`src/rtl/mem_port_arbiter_if.sv`:
```
// mem_port_arbiter_if
//   Bundles the arbiter's three request/response groups into one interface:
//     fetch side  : i_req, i_adr -> i_rdata, i_ready
//     data side   : d_req, d_we, d_adr, d_wdata -> d_rdata, d_ready
//     memory side : m_req, m_we, m_adr, m_wdata <- m_rdata, m_ack
//   Modports:
//     master : the arbiter itself (drives ready/rdata and the m_* request)
//     slave  : the core requesters plus the memory model around it
interface mem_port_arbiter_if #(
    parameter int WIDTH = 32
);
    logic             i_req;
    logic [WIDTH-1:0] i_adr;
    logic [WIDTH-1:0] i_rdata;
    logic             i_ready;

    logic             d_req;
    logic             d_we;
    logic [WIDTH-1:0] d_adr;
    logic [WIDTH-1:0] d_wdata;
    logic [WIDTH-1:0] d_rdata;
    logic             d_ready;

    logic             m_req;
    logic             m_we;
    logic [WIDTH-1:0] m_adr;
    logic [WIDTH-1:0] m_wdata;
    logic [WIDTH-1:0] m_rdata;
    logic             m_ack;

    modport master (
        input  i_req, i_adr, d_req, d_we, d_adr, d_wdata, m_rdata, m_ack,
        output i_rdata, i_ready, d_rdata, d_ready, m_req, m_we, m_adr, m_wdata
    );

    modport slave (
        output i_req, i_adr, d_req, d_we, d_adr, d_wdata, m_rdata, m_ack,
        input  i_rdata, i_ready, d_rdata, d_ready, m_req, m_we, m_adr, m_wdata
    );
endinterface

```
`src/rtl/mem_port_arbiter.sv`:
```
// mem_port_arbiter
//   Serialises instruction-fetch and load/store requests onto one memory
//   port. Flow per transfer: IDLE (grant, latch request) -> BUSY (m_req
//   held, wait for m_ack) -> RESP (one-cycle ready pulse to the owner).
//   A watchdog aborts a BUSY phase that lasts TIMEOUT cycles without an
//   ack, returning 32'hDEADBEEF and raising the sticky err flag.
//
// Ports:
//   clk    : system clock, rising edge
//   reset  : synchronous active-high reset
//   bus    : mem_port_arbiter_if.master (fetch, data and memory groups)
//   err    : sticky watchdog timeout flag, cleared only by reset
//
// Parameters:
//   WIDTH   : address/data width
//   TIMEOUT : BUSY cycles without m_ack before abort; 0 disables watchdog
//
// Build option:
//   ARB_ROUND_ROBIN_EN : when defined, simultaneous requests alternate
//                        between the two requesters instead of data always
//                        winning.
module mem_port_arbiter #(
    parameter int WIDTH   = 32,
    parameter int TIMEOUT = 255
) (
    input  logic               clk,
    input  logic               reset,
    mem_port_arbiter_if.master bus,
    output logic               err
);
    localparam logic [1:0] S_IDLE = 2'd0;
    localparam logic [1:0] S_BUSY = 2'd1;
    localparam logic [1:0] S_RESP = 2'd2;

    localparam logic OWN_DATA  = 1'b0;
    localparam logic OWN_FETCH = 1'b1;

    // Counter just wide enough to reach TIMEOUT.
    localparam int WD_W = (TIMEOUT > 0) ? $clog2(TIMEOUT + 1) : 1;

    logic [1:0]       state_q,   state_d;
    logic             owner_q,   owner_d;
    logic [WD_W-1:0]  wd_q,      wd_d;
    logic             err_q,     err_d;
    logic             m_we_q,    m_we_d;
    logic [WIDTH-1:0] m_adr_q,   m_adr_d;
    logic [WIDTH-1:0] m_wdata_q, m_wdata_d;
    logic [WIDTH-1:0] i_rdata_q, i_rdata_d;
    logic [WIDTH-1:0] d_rdata_q, d_rdata_d;
    logic             pick_data;

`ifdef ARB_ROUND_ROBIN_EN
    logic last_owner_q, last_owner_d;

    // Data wins unless both are requesting and data had the previous grant.
    assign pick_data = bus.d_req && (!bus.i_req || (last_owner_q == OWN_FETCH));
`else
    assign pick_data = bus.d_req;
`endif

    always_comb begin
        state_d   = state_q;
        owner_d   = owner_q;
        wd_d      = wd_q;
        err_d     = err_q;
        m_we_d    = m_we_q;
        m_adr_d   = m_adr_q;
        m_wdata_d = m_wdata_q;
        i_rdata_d = i_rdata_q;
        d_rdata_d = d_rdata_q;
`ifdef ARB_ROUND_ROBIN_EN
        last_owner_d = last_owner_q;
`endif

        case (state_q)
            S_IDLE: begin
                if (pick_data) begin
                    owner_d   = OWN_DATA;
                    m_we_d    = bus.d_we;
                    m_adr_d   = bus.d_adr;
                    m_wdata_d = bus.d_wdata;
                    state_d   = S_BUSY;
`ifdef ARB_ROUND_ROBIN_EN
                    last_owner_d = OWN_DATA;
`endif
                end else if (bus.i_req) begin
                    owner_d = OWN_FETCH;
                    m_we_d  = 1'b0;
                    m_adr_d = bus.i_adr;
                    state_d = S_BUSY;
`ifdef ARB_ROUND_ROBIN_EN
                    last_owner_d = OWN_FETCH;
`endif
                end
            end

            S_BUSY: begin
                if (bus.m_ack) begin
                    if (owner_q == OWN_FETCH) begin
                        i_rdata_d = bus.m_rdata;
                    end else begin
                        // Stores return zero so stale read data never leaks out.
                        d_rdata_d = m_we_q ? '0 : bus.m_rdata;
                    end
                    state_d = S_RESP;
                end else begin
                    wd_d = wd_q + WD_W'(1);
                    if ((TIMEOUT != 0) && (wd_d == WD_W'(TIMEOUT))) begin
                        err_d = 1'b1;
                        if (owner_q == OWN_FETCH) begin
                            i_rdata_d = WIDTH'(32'hDEADBEEF);
                        end else begin
                            d_rdata_d = WIDTH'(32'hDEADBEEF);
                        end
                        state_d = S_RESP;
                    end
                end
            end

            S_RESP: begin
                wd_d    = '0;
                state_d = S_IDLE;
            end

            default: begin
                state_d = S_IDLE;
            end
        endcase
    end

    always_ff @(posedge clk) begin
        if (reset) begin
            state_q   <= S_IDLE;
            owner_q   <= OWN_DATA;
            wd_q      <= '0;
            err_q     <= 1'b0;
            m_we_q    <= 1'b0;
            m_adr_q   <= '0;
            m_wdata_q <= '0;
            i_rdata_q <= '0;
            d_rdata_q <= '0;
`ifdef ARB_ROUND_ROBIN_EN
            last_owner_q <= OWN_FETCH;
`endif
        end else begin
            state_q   <= state_d;
            owner_q   <= owner_d;
            wd_q      <= wd_d;
            err_q     <= err_d;
            m_we_q    <= m_we_d;
            m_adr_q   <= m_adr_d;
            m_wdata_q <= m_wdata_d;
            i_rdata_q <= i_rdata_d;
            d_rdata_q <= d_rdata_d;
`ifdef ARB_ROUND_ROBIN_EN
            last_owner_q <= last_owner_d;
`endif
        end
    end

    // Handshake outputs decode straight from registered state.
    assign bus.m_req   = (state_q == S_BUSY);
    assign bus.i_ready = (state_q == S_RESP) && (owner_q == OWN_FETCH);
    assign bus.d_ready = (state_q == S_RESP) && (owner_q == OWN_DATA);
    assign bus.m_we    = m_we_q;
    assign bus.m_adr   = m_adr_q;
    assign bus.m_wdata = m_wdata_q;
    assign bus.i_rdata = i_rdata_q;
    assign bus.d_rdata = d_rdata_q;
    assign err         = err_q;
endmodule

```
`src/flat_wrapper.sv`:
```
// flat-port wrapper written by rule: the top's interface ports become plain ports
module mem_port_arbiter_flat 
#(
    parameter int WIDTH   = 32,
    parameter int TIMEOUT = 255
)
  (clk, reset, err, bus_i_req, bus_i_adr, bus_d_req, bus_d_we, bus_d_adr, bus_d_wdata, bus_m_rdata, bus_m_ack, bus_i_rdata, bus_i_ready, bus_d_rdata, bus_d_ready, bus_m_req, bus_m_we, bus_m_adr, bus_m_wdata);
  mem_port_arbiter_if #(.WIDTH(WIDTH)) bus_i ();
  input  logic clk;
  input  logic reset;
  output logic err;
  input wire logic [$bits(bus_i.i_req)-1:0] bus_i_req;
  input wire logic [$bits(bus_i.i_adr)-1:0] bus_i_adr;
  input wire logic [$bits(bus_i.d_req)-1:0] bus_d_req;
  input wire logic [$bits(bus_i.d_we)-1:0] bus_d_we;
  input wire logic [$bits(bus_i.d_adr)-1:0] bus_d_adr;
  input wire logic [$bits(bus_i.d_wdata)-1:0] bus_d_wdata;
  input wire logic [$bits(bus_i.m_rdata)-1:0] bus_m_rdata;
  input wire logic [$bits(bus_i.m_ack)-1:0] bus_m_ack;
  output wire logic [$bits(bus_i.i_rdata)-1:0] bus_i_rdata;
  output wire logic [$bits(bus_i.i_ready)-1:0] bus_i_ready;
  output wire logic [$bits(bus_i.d_rdata)-1:0] bus_d_rdata;
  output wire logic [$bits(bus_i.d_ready)-1:0] bus_d_ready;
  output wire logic [$bits(bus_i.m_req)-1:0] bus_m_req;
  output wire logic [$bits(bus_i.m_we)-1:0] bus_m_we;
  output wire logic [$bits(bus_i.m_adr)-1:0] bus_m_adr;
  output wire logic [$bits(bus_i.m_wdata)-1:0] bus_m_wdata;
  assign bus_i.i_req = bus_i_req;
  assign bus_i.i_adr = bus_i_adr;
  assign bus_i.d_req = bus_d_req;
  assign bus_i.d_we = bus_d_we;
  assign bus_i.d_adr = bus_d_adr;
  assign bus_i.d_wdata = bus_d_wdata;
  assign bus_i.m_rdata = bus_m_rdata;
  assign bus_i.m_ack = bus_m_ack;
  assign bus_i_rdata = bus_i.i_rdata;
  assign bus_i_ready = bus_i.i_ready;
  assign bus_d_rdata = bus_i.d_rdata;
  assign bus_d_ready = bus_i.d_ready;
  assign bus_m_req = bus_i.m_req;
  assign bus_m_we = bus_i.m_we;
  assign bus_m_adr = bus_i.m_adr;
  assign bus_m_wdata = bus_i.m_wdata;
  mem_port_arbiter #(.WIDTH(WIDTH), .TIMEOUT(TIMEOUT)) u_core (.clk(clk), .reset(reset), .bus(bus_i), .err(err));
endmodule
```
`config.mk`:
```
export PLATFORM = sky130hd
export DESIGN_NAME = mem_port_arbiter_flat
export DESIGN_NICKNAME = d
export VERILOG_FILES = /design/src/rtl/mem_port_arbiter_if.sv /design/src/rtl/mem_port_arbiter.sv /design/src/flat_wrapper.sv
export SDC_FILE = /design/constraint.sdc
export NUM_CORES = 1
export LEC_CHECK = 0
export BUFFER_PORTS_ARGS = -buffer_cell sky130_fd_sc_hd__buf_2
export CAP_MARGIN = 20
export CORE_ASPECT_RATIO = 0.5
export CORE_MARGIN = 1
export CORE_UTILIZATION = 43
export DETAILED_ROUTE_END_ITERATION = 10
export GPL_ROUTABILITY_DRIVEN = 0
export HOLD_SLACK_MARGIN = 0.03
export PLACE_DENSITY = 0.77
export SYNTH_ARGS = -nofsm -noshare
export SYNTH_HDL_FRONTEND = slang
export SYNTH_SLANG_ARGS = --single-unit
```
`constraint.sdc`:
```
create_clock -name clk -period 2 [get_ports clk]
set_clock_uncertainty 0.15 [all_clocks]
set_input_delay 0.4 -clock clk [delete_from_list [all_inputs] [get_ports clk]]
set_output_delay 0.4 -clock clk [all_outputs]
set_load 0.01 [all_outputs]
```
==> results.toml <==
[floorplanning]
pin_count = 267
die_w_um = 170
die_h_um = 86.2
placementRows = 30
core-area_um2 = 13700
initial_core_util = 0.445
die-area_um2 = 14700

[detailed_routing]
drcViolationCount = 0
totalWireLength_um = 18200
drtAntennaViolNets = 0
routedWlPerCell_um = 15.2
first_iter_violations = 419
dr.pass1.iters = 5
vias_per_cell = 5.27
vias = 6330

[cells_and_area]
multi_input_area_um2 = 2910
postLayoutCoreUtil = 0.612
diodes = 0
seq_area_um2 = 2830
fill_cells = 1200
finalNetCount = 1133
area_growth_pct = 37.7
drive_above_1_share = 0.336

[global_route]
grt_usage = 0.237
antenna_found_initial = 0
grt_max_degree = 71
grt_pass1_vias = 5615
gr-total-overflow = 0
grt_pass1_wl_um = 27900

[yosys]
postSynth.asyncResetShare = 0
synthAdderAreaFrac = 0.00411
syn_avg_cell_area_um2 = 8.09
syn_area_um2 = 6090
syn_inst = 753
synth_compound_area_frac = 0.273
synth-edff-count = 0
synth_cell_type_count = 46
synth_ff_type = "dfxtp_1"
yosysSeqAreaShare = 0.463
synth-seq-cells = 141
yosys_warnings = 0
synth_xor_area_frac = 0.00288
synth_top_family_by_area = "compound AO/OA/AOI/OAI gates"
synthSimpleGateAreaFrac = 0.139
synthesis.nets = 889
yosys-mux-area-fraction = 0.0526

[sta]
worst_slew_pin_slew_ns = 0.619
rsz0062_at_grt = "false"
hold_viol_final = 0
hold_slack_ns = 0.0683
fmax_mhz = 515
final.min_clock_period_ns = 1.94
slew_violations = 0
tns_ns = 0
min_period_over_period = 0.970
finalSetupViolations = 0
relSlewSlack = 0.586

[worst_setup_path]
cp_max_fo = 14
critPathKind = "reg2out"
end_kind = "output port"
crit_path_start_kind = "register"
cp_data_required_time_ns = 1.45
arrival_ns = 1.39

[power_and_ir_drop]
power_w = 0.00789
ir_worst_vdd_v = 0.000569
p_leak_nw = 3.93
power_density_nw_per_um2 = 941

[clock_tree]
cts.clk_slew.worst_paths_ns = 0.06
cts_num_sinks = 141
htreeDepth = 4
cts_root_buf = "clkbuf_16"
cts_tree = "yes"
cts_buffers = 17
clock_latency_ns = 0.41
post_cts.repair.setup_buffers = 0
clk_path_buf_depth = 2

[run_status]
outcome = "complete, no violations"

[worst_hold_path]
hold_path_class = "in2reg"

[run]
max_cap_violations = 0

[placed_design]
place_hpwl_um = 12500
port_buffers = 266
-- cell families (layout without fill, tap and decap cells) --
logic type	Yosys count	after routing
AND/OR/NAND/NOR	201	201
buffers and inverters	100	357
multiplexers	32	32
XOR/XNOR	2	2
AO/OA/AOI/OAI	275	275
flip-flops	141	141
adder cells (fa/ha/maj)	2	2
-- worst paths after layout --
check	startpoint	to	slack, ns	cells past startpoint
worst max-delay path	u_core.state_q[1]	bus_i_ready	0.06	4
worst min-delay path	bus_m_rdata[29]	u_core.bus.d_rdata[29]	0.07	3
worst max register to register	u_core.wd_q[1]	u_core.bus.d_rdata[25]	0.08	6
worst min register to register	u_core.bus.m_wdata[30]	u_core.bus.m_wdata[30]	0.30	2
-- layer usage --
layer | global-route usage | up-vias | wire, µm
met3 | 0.0346 | 20 | 840
met1 | 0.312 | 2959 | 8110
met4 | 0.0721 | 0 | 255
li1 | - | 3148 | -
met2 | 0.406 | 203 | 9040
met5 | 0 | - | 0
-- power by group --
part / internal, W / total [W] / switching, W
Sequential: 0.00301 / 0.00313 / 0.000123
Clock: 0.00230 / 0.00355 / 0.00126
Combinational: 0.000502 / 0.00120 / 0.000700
Total: 0.00581 / 0.00789 / 0.00208
-- critical path, cell delays in order, from the launching register on --
cell     delay (ns)
dfxtp_2        0.36
buf_6          0.16
inv_1          0.09
nor3b_1        0.21
buf_2          0.17
-- metrics by stage --
stage	std cells	cell area, µm²	worst slack (ns)
CTS	1200	8340	0.0197
global route	1202	8390	0.00168
floorplan	753	6110	0.000158
detailed placement	1168	7670	-0.00708
global placement	1168	7670	0.0888
finish	1202	8390	0.0601
-- cells in the mapped netlist, types with 2 or more instances --
cell | instances | area [µm²]
buf_1 | 8 | 30.0
nand3_1 | 6 | 30.0
nor3b_1 | 2 | 15.0
o21ai_0 | 54 | 270
nand2_1 | 82 | 308
o2111ai_1 | 8 | 70.1
mux2i_1 | 32 | 320
o211ai_1 | 33 | 248
buf_2 | 7 | 35.0
a22oi_1 | 11 | 82.6
ha_1 | 2 | 25.0
a32oi_1 | 10 | 87.6
nor2_1 | 89 | 334
a211oi_1 | 32 | 240
inv_1 | 28 | 105
a21oi_1 | 117 | 586
and4b_1 | 3 | 30.0
clkbuf_1 | 53 | 199
nor3_1 | 3 | 15.0
dfxtp_1 | 141 | 2820
nand2b_1 | 2 | 12.5
a31oi_1 | 2 | 12.5
and2_1 | 4 | 25.0
or3_1 | 2 | 12.5
-- registers in the layout (all words and copies together) (netlist names) --
name / cells
u_core.bus.i_rdata: 32
u_core.state_q: 2
u_core.owner_q: 1
u_core.bus.m_we: 1
u_core.wd_q: 8
u_core.bus.d_rdata: 32
u_core.err: 1
u_core.bus.m_adr: 32
u_core.bus.m_wdata: 32
-- layout make-up --
cell class,count,area share
Multi-Input combinational cell,512,0.346
Sequential cell,141,0.337
Inverter,29,0.0130
Clock inverter,12,0.0249
Timing Repair Buffer,296,0.196
Tap cell,192,0.0286
Clock buffer,20,0.0545
-- timing repair --
| item | CTS | global route |
|---|---|---|
| endpoints found under the setup margin | 2 | 50 |
| resized for setup | 2 | 5 |
| hold buffers | 0 | 0 |
| gates cloned | 0 | 1 |
-- layout by cell type, fill, tap and decap left out, types with 3 or more instances in the layout --
cell / instances
dfxtp_1: 138
o211ai_1: 33
dfxtp_2: 3
a32oi_1: 10
a21oi_1: 116
o21ai_0: 54
and2_1: 3
buf_12: 5
a211oi_1: 32
nand3_1: 6
buf_4: 23
clkbuf_16: 18
clkinv_4: 3
mux2i_1: 32
nand2_1: 82
o2111ai_1: 8
and4b_1: 3
inv_1: 28
a22oi_1: 11
buf_2: 265
bufinv_16: 5
nor2_1: 88
Note: power is estimated with default switching activity, not from simulation.
